**src/rtl/acc_pkg.sv**
```systemverilog
// Shared definitions for the channel accumulator sequencer: state encoding and default widths.
package acc_pkg;

  localparam int CW_DEFAULT = 16;

  typedef enum logic [1:0] {
    S_IDLE  = 2'd0,
    S_ACCUM = 2'd1,
    S_OUT   = 2'd2
  } state_e;

endpackage

```
**src/rtl/chnl_acc_sched.sv**
```systemverilog
// Sequences partial-sum beats into per-pixel accumulations of CIN_TILES beats each,
// hands finished pixels downstream with valid/ready, and pulses done after the last pixel.
module chnl_acc_sched
  import acc_pkg::*;
#(
  parameter int CW = CW_DEFAULT
) (
  input  logic          clk,
  input  logic          rst_n,
  input  logic          start,
  input  logic [CW-1:0] cfg_tiles_m1,
  input  logic [CW-1:0] cfg_npix_m1,
  input  logic          in_valid,
  output logic          in_ready,
  output logic          acc_en,
  output logic          acc_ld,
  output logic          out_valid,
  input  logic          out_ready,
  output logic          out_last,
  output logic [CW-1:0] pix_idx,
  output logic          busy,
  output logic          done
);

  state_e        state_q, state_d;
  logic [CW-1:0] tile_cnt_q, tile_cnt_d;
  logic [CW-1:0] pix_idx_q, pix_idx_d;
  logic [CW-1:0] tiles_m1_q, tiles_m1_d;
  logic [CW-1:0] npix_m1_q, npix_m1_d;
  logic          done_q, done_d;

  logic          is_last_pix;
  logic          is_last_tile;

  always_ff @(posedge clk or negedge rst_n) begin
    if (!rst_n) begin
      state_q    <= S_IDLE;
      tile_cnt_q <= '0;
      pix_idx_q  <= '0;
      tiles_m1_q <= '0;
      npix_m1_q  <= '0;
      done_q     <= 1'b0;
    end else begin
      state_q    <= state_d;
      tile_cnt_q <= tile_cnt_d;
      pix_idx_q  <= pix_idx_d;
      tiles_m1_q <= tiles_m1_d;
      npix_m1_q  <= npix_m1_d;
      done_q     <= done_d;
    end
  end

  always_comb begin
    state_d    = state_q;
    tile_cnt_d = tile_cnt_q;
    pix_idx_d  = pix_idx_q;
    tiles_m1_d = tiles_m1_q;
    npix_m1_d  = npix_m1_q;
    done_d     = 1'b0;

    is_last_pix  = (pix_idx_q == npix_m1_q);
    is_last_tile = (tile_cnt_q == tiles_m1_q);

    // In OUT a beat may only enter on the handshake cycle, so the held result is never disturbed.
    in_ready = (state_q == S_ACCUM) ||
               ((state_q == S_OUT) && out_ready && !is_last_pix);
    acc_en   = in_valid && in_ready;
    acc_ld   = acc_en && (tile_cnt_q == '0);

    unique case (state_q)
      S_IDLE: begin
        if (start) begin
          tiles_m1_d = cfg_tiles_m1;
          npix_m1_d  = cfg_npix_m1;
          tile_cnt_d = '0;
          pix_idx_d  = '0;
          state_d    = S_ACCUM;
        end
      end
      S_ACCUM: begin
        if (acc_en) begin
          if (is_last_tile) begin
            tile_cnt_d = '0;
            state_d    = S_OUT;
          end else begin
            tile_cnt_d = tile_cnt_q + CW'(1);
          end
        end
      end
      S_OUT: begin
        if (out_ready) begin
          if (is_last_pix) begin
            state_d = S_IDLE;
            done_d  = 1'b1;
          end else begin
            pix_idx_d = pix_idx_q + CW'(1);
            // An overlapped beat is tile 0 of the next pixel; with one tile it completes it.
            if (acc_en) begin
              if (tiles_m1_q == '0) begin
                tile_cnt_d = '0;
                state_d    = S_OUT;
              end else begin
                tile_cnt_d = CW'(1);
                state_d    = S_ACCUM;
              end
            end else begin
              state_d = S_ACCUM;
            end
          end
        end
      end
      default: begin
        state_d = S_IDLE;
      end
    endcase
  end

  assign out_valid = (state_q == S_OUT);
  assign out_last  = out_valid && is_last_pix;
  assign pix_idx   = pix_idx_q;
  assign busy      = (state_q != S_IDLE);
  assign done      = done_q;

endmodule

```
**config.mk**
```make
export PLATFORM = sky130hd
export DESIGN_NAME = chnl_acc_sched
export DESIGN_NICKNAME = d
export VERILOG_FILES = /design/src/rtl/acc_pkg.sv /design/src/rtl/chnl_acc_sched.sv
export SDC_FILE = /design/constraint.sdc
export NUM_CORES = 1
export LEC_CHECK = 0
export ABC_AREA = 1
export BUFFER_PORTS_ARGS = -buffer_cell sky130_fd_sc_hd__buf_2
export CAP_MARGIN = 10
export CELL_PAD_IN_SITES_DETAIL_PLACEMENT = 2
export CELL_PAD_IN_SITES_GLOBAL_PLACEMENT = 2
export CORE_MARGIN = 2
export CORE_UTILIZATION = 36
export DETAILED_ROUTE_END_ITERATION = 6
export PLACE_DENSITY_LB_ADDON = 0.15
export SLEW_MARGIN = 5
export SYNTH_ARGS = -nofsm -noshare
export SYNTH_HDL_FRONTEND = slang
export SYNTH_SLANG_ARGS = --single-unit
```
**constraint.sdc**
```tcl
create_clock -name clk -period 3.1 [get_ports clk]
set_input_delay 0.62 -clock clk [delete_from_list [all_inputs] [get_ports clk]]
set_output_delay 0.62 -clock clk [all_outputs]
set_load 0.05 [all_outputs]
```
==> results.json <==
{
  "routed_wl_um": 13450,
  "grtUsageTotal": 0.2293,
  "worstRegToRegCells": 11,
  "synth_top_flop_cell": "dfrtp_1",
  "core_area_sq_um": 11420,
  "met1_usage": 0.2530,
  "period_share": 0.8781,
  "cp.arrival_ns": 2.10,
  "port_buffers": 59,
  "grt_pass1_vias": 4594,
  "crit_buf_inv": 3,
  "ir_drop_mv": 0.3911,
  "numCtsBuffers": 9,
  "insertion_delay_ns": 0.34,
  "start_util": 0.3698,
  "drt_pre_antenna_iters": 4,
  "place.gp.congestion": 0.8438,
  "synth_edf_count": 0,
  "reg2reg_slack_ns": 0.86,
  "clockRootBuffer": "clkbuf_16",
  "dieHeight_um": 112.3,
  "grt.met3_usage": 0.03078,
  "grt_max_degree": 68,
  "slowest_delay_ns": 0.42,
  "utilization": 0.4334,
  "dieArea_sq_um": 12610,
  "r2r-end": "pix_idx[15]$_DFFE_PN0P_",
  "status": "completed",
  "worstPathMaxFanout": 9,
  "via_per_inst": 5.200,
  "slowest_stage": "dfrtp_1",
  "drv_cap": 0,
  "maxSlewViolCount": 0,
  "diodes": 0,
  "hp-class": "in -> async",
  "async_reset_ff_frac": 1.000,
  "worstPathRequired_ns": 2.48,
  "drt_iter0_markers": 112,
  "holdBufCountCts": 0,
  "rsz0062_at_grt": "no",
  "synth_nets": 614,
  "ant_nets": 0,
  "cts_tree": "built",
  "overflow": 0,
  "fin_nets": 667,
  "clk_path_buf_depth": 2,
  "synthesis.instances": 570,
  "synth.top_cell.area_share": 0.3970,
  "path_depth": 7,
  "crit_chain": "inv_1 > ha_1 > inv_1 > nand2_4 > nand2_4 > nor4_4 > buf_2",
  "r2r_start": "state_q[0]$_DFFE_PN0P_",
  "hold_viol_final": 0,
  "syn_area_sq_um": 4223,
  "core.rowCount": 39,
  "grt_antenna_before_repair": 0,
  "wl_per_cell_um": 17.46,
  "boundaryPins": 60,
  "ys_seq_area_frac": 0.3970,
  "yosys.area.top_type": "dfrtp_1",
  "dp_hpwl_um": 10080,
  "start_kind": "register",
  "powerDensity_nw_per_um2": 809.2,
  "crit_family": "buffers and inverters",
  "avgSynthCellArea_sq_um": 7.408,
  "relSlewSlack": 0.5968,
  "area_delta_synth_final_pct": 17.19,
  "tns_ns": 0,
  "grtUsageMet2": 0.4422,
  "end_kind": "output port",
  "post_cts_buffers": 0,
  "clk_pin_slew_ns": 0.05,
  "fmax_ghz": 0.3674,
  "leakagePower_nw": 2.458,
  "synthTopCellsByArea": "dfrtp_1, nand2_1, nor2_1",
  "vias": 4004,
  "synth-seq-cells": 67,
  "worst_slew_pin_slew_ns": 0.6049,
  "finalSetupViolCount": 0,
  "synth_cell_types": 32,
  "drc_errors": 0,
  "cts-htree-levels": 3,
  "crit_type": "reg -> out",
  "drive_above_1_share": 0.1994,
  "grt_pass1_wl_um": 22930,
  "ys_warn_count": 0,
  "busiest_layer": "met2",
  "cts_sinks": 67,
  "cts_resized": 0,
  "final.min_clock_period_ns": 2.722,
  "skew_ns": 0.006560,
  "die_w_um": 112.3
}
flip-flops by register name, indices dropped and copies added, names as in the netlist:
| name | count |
|---|---|
| tiles_m1_q | 16 |
| tile_cnt_q | 16 |
| npix_m1_q | 16 |
| pix_idx | 16 |
| state_q | 2 |
| done | 1 |
placed cells by master, fill, tap and decap left out, types with 3 or more instances in the layout:
master,netlist,routed
nor4_1,6,5
inv_2,6,6
nand2_4,3,3
xor2_1,33,33
clkbuf_16,0,9
buf_4,2,4
o21ai_0,17,17
nand2_2,10,11
nor3_1,19,19
nand4_1,14,14
o21ai_1,6,6
or2_2,7,7
clkbuf_8,0,4
buf_2,6,59
ha_1,7,7
dfrtp_1,67,67
o21ai_2,4,4
inv_1,63,63
nand2_1,132,131
nor2_1,78,78
a21oi_1,26,26
nand3_1,32,32
mux2_2,11,11
cells in the mapped netlist (2+ instances only):
library cell / instances
nand2_1: 132
nor2_1: 78
dfrtp_1: 67
inv_1: 63
xor2_1: 33
nand3_1: 32
a21oi_1: 26
nor3_1: 19
o21ai_0: 17
nand4_1: 14
mux2_2: 11
nand2_2: 10
clkbuf_1: 8
ha_1: 7
or2_2: 7
buf_2: 6
inv_2: 6
nor4_1: 6
o21ai_1: 6
clkbuf_2: 4
o21ai_2: 4
nand2_4: 3
buf_4: 2
power by group:
group / switching [W] / leakage [nW] / internal [W]
sequential: 0.000189 / 0.840 / 0.00111
combinational: 0.00112 / 1.46 / 0.000498
clock: 0.000382 / 0.155 / 0.000706
cell families after synthesis:
group           Yosys count  share of synthesized area
buf+inv                  91                    0.09215
simple gates            306                     0.3221
compound gates           55                    0.07022
flops                    67                     0.3970
fa+ha+maj                 7                    0.02074
mux                      11                    0.02933
xor+xnor                 33                    0.06845
worst register-to-register path: cells and delay by family, from the launching register on:
kind | cells | cell delay (ns)
buf+inv | 5 | 0.86
flops | 1 | 0.44
simple gates | 3 | 0.31
fa+ha+maj | 1 | 0.27
compound gates | 2 | 0.26
per-stage QoR:
stage	setup WS (ns)	cell area, sq um	instances	power [W]	hold slack (ns)
finish	0.3778	4949	770	0.004004	0.2936
global route	0.2309	4949	770	0.004312	0.3173
CTS	0.3609	4949	770	0.004072	0.3259
detailed placement	0.7583	4634	755	0.002939	0.5376
global placement	0.8182	4634	755	0.002840	0.5207
floorplan	0.2466	4238	570	0.002542	0.3244
final cells by class:
| class | instances | area [sq um] |
|---|---|---|
| Fill cell | 1365 | 6470 |
| Multi-Input combinational cell | 412 | 2175 |
| Sequential cell | 67 | 1677 |
| Timing Repair Buffer | 64 | 345.3 |
| Clock buffer | 14 | 284.0 |
| Inverter | 69 | 259.0 |
| Tap cell | 143 | 178.9 |
| Clock inverter | 1 | 30.03 |
worst max path at each step:
stage	end	startpoint	slack, ns
after floorplan	acc_ld	state_q[0]$_DFFE_PN0P_	0.25
after global placement	acc_ld	state_q[1]$_DFFE_PN0P_	0.82
after detailed placement	acc_ld	state_q[1]$_DFFE_PN0P_	0.76
after CTS	acc_ld	state_q[1]$_DFFE_PN0P_	0.36
after global routing	acc_ld	state_q[1]$_DFFE_PN0P_	0.23
final	acc_ld	state_q[1]$_DFFE_PN0P_	0.38
routing by layer:
metal	share of wire	wire length [um]
met4	0.024	328
met2	0.55	7452
met3	0.022	291
met1	0.40	5376
met5	0	0
Power figures use the tool's default switching activity.
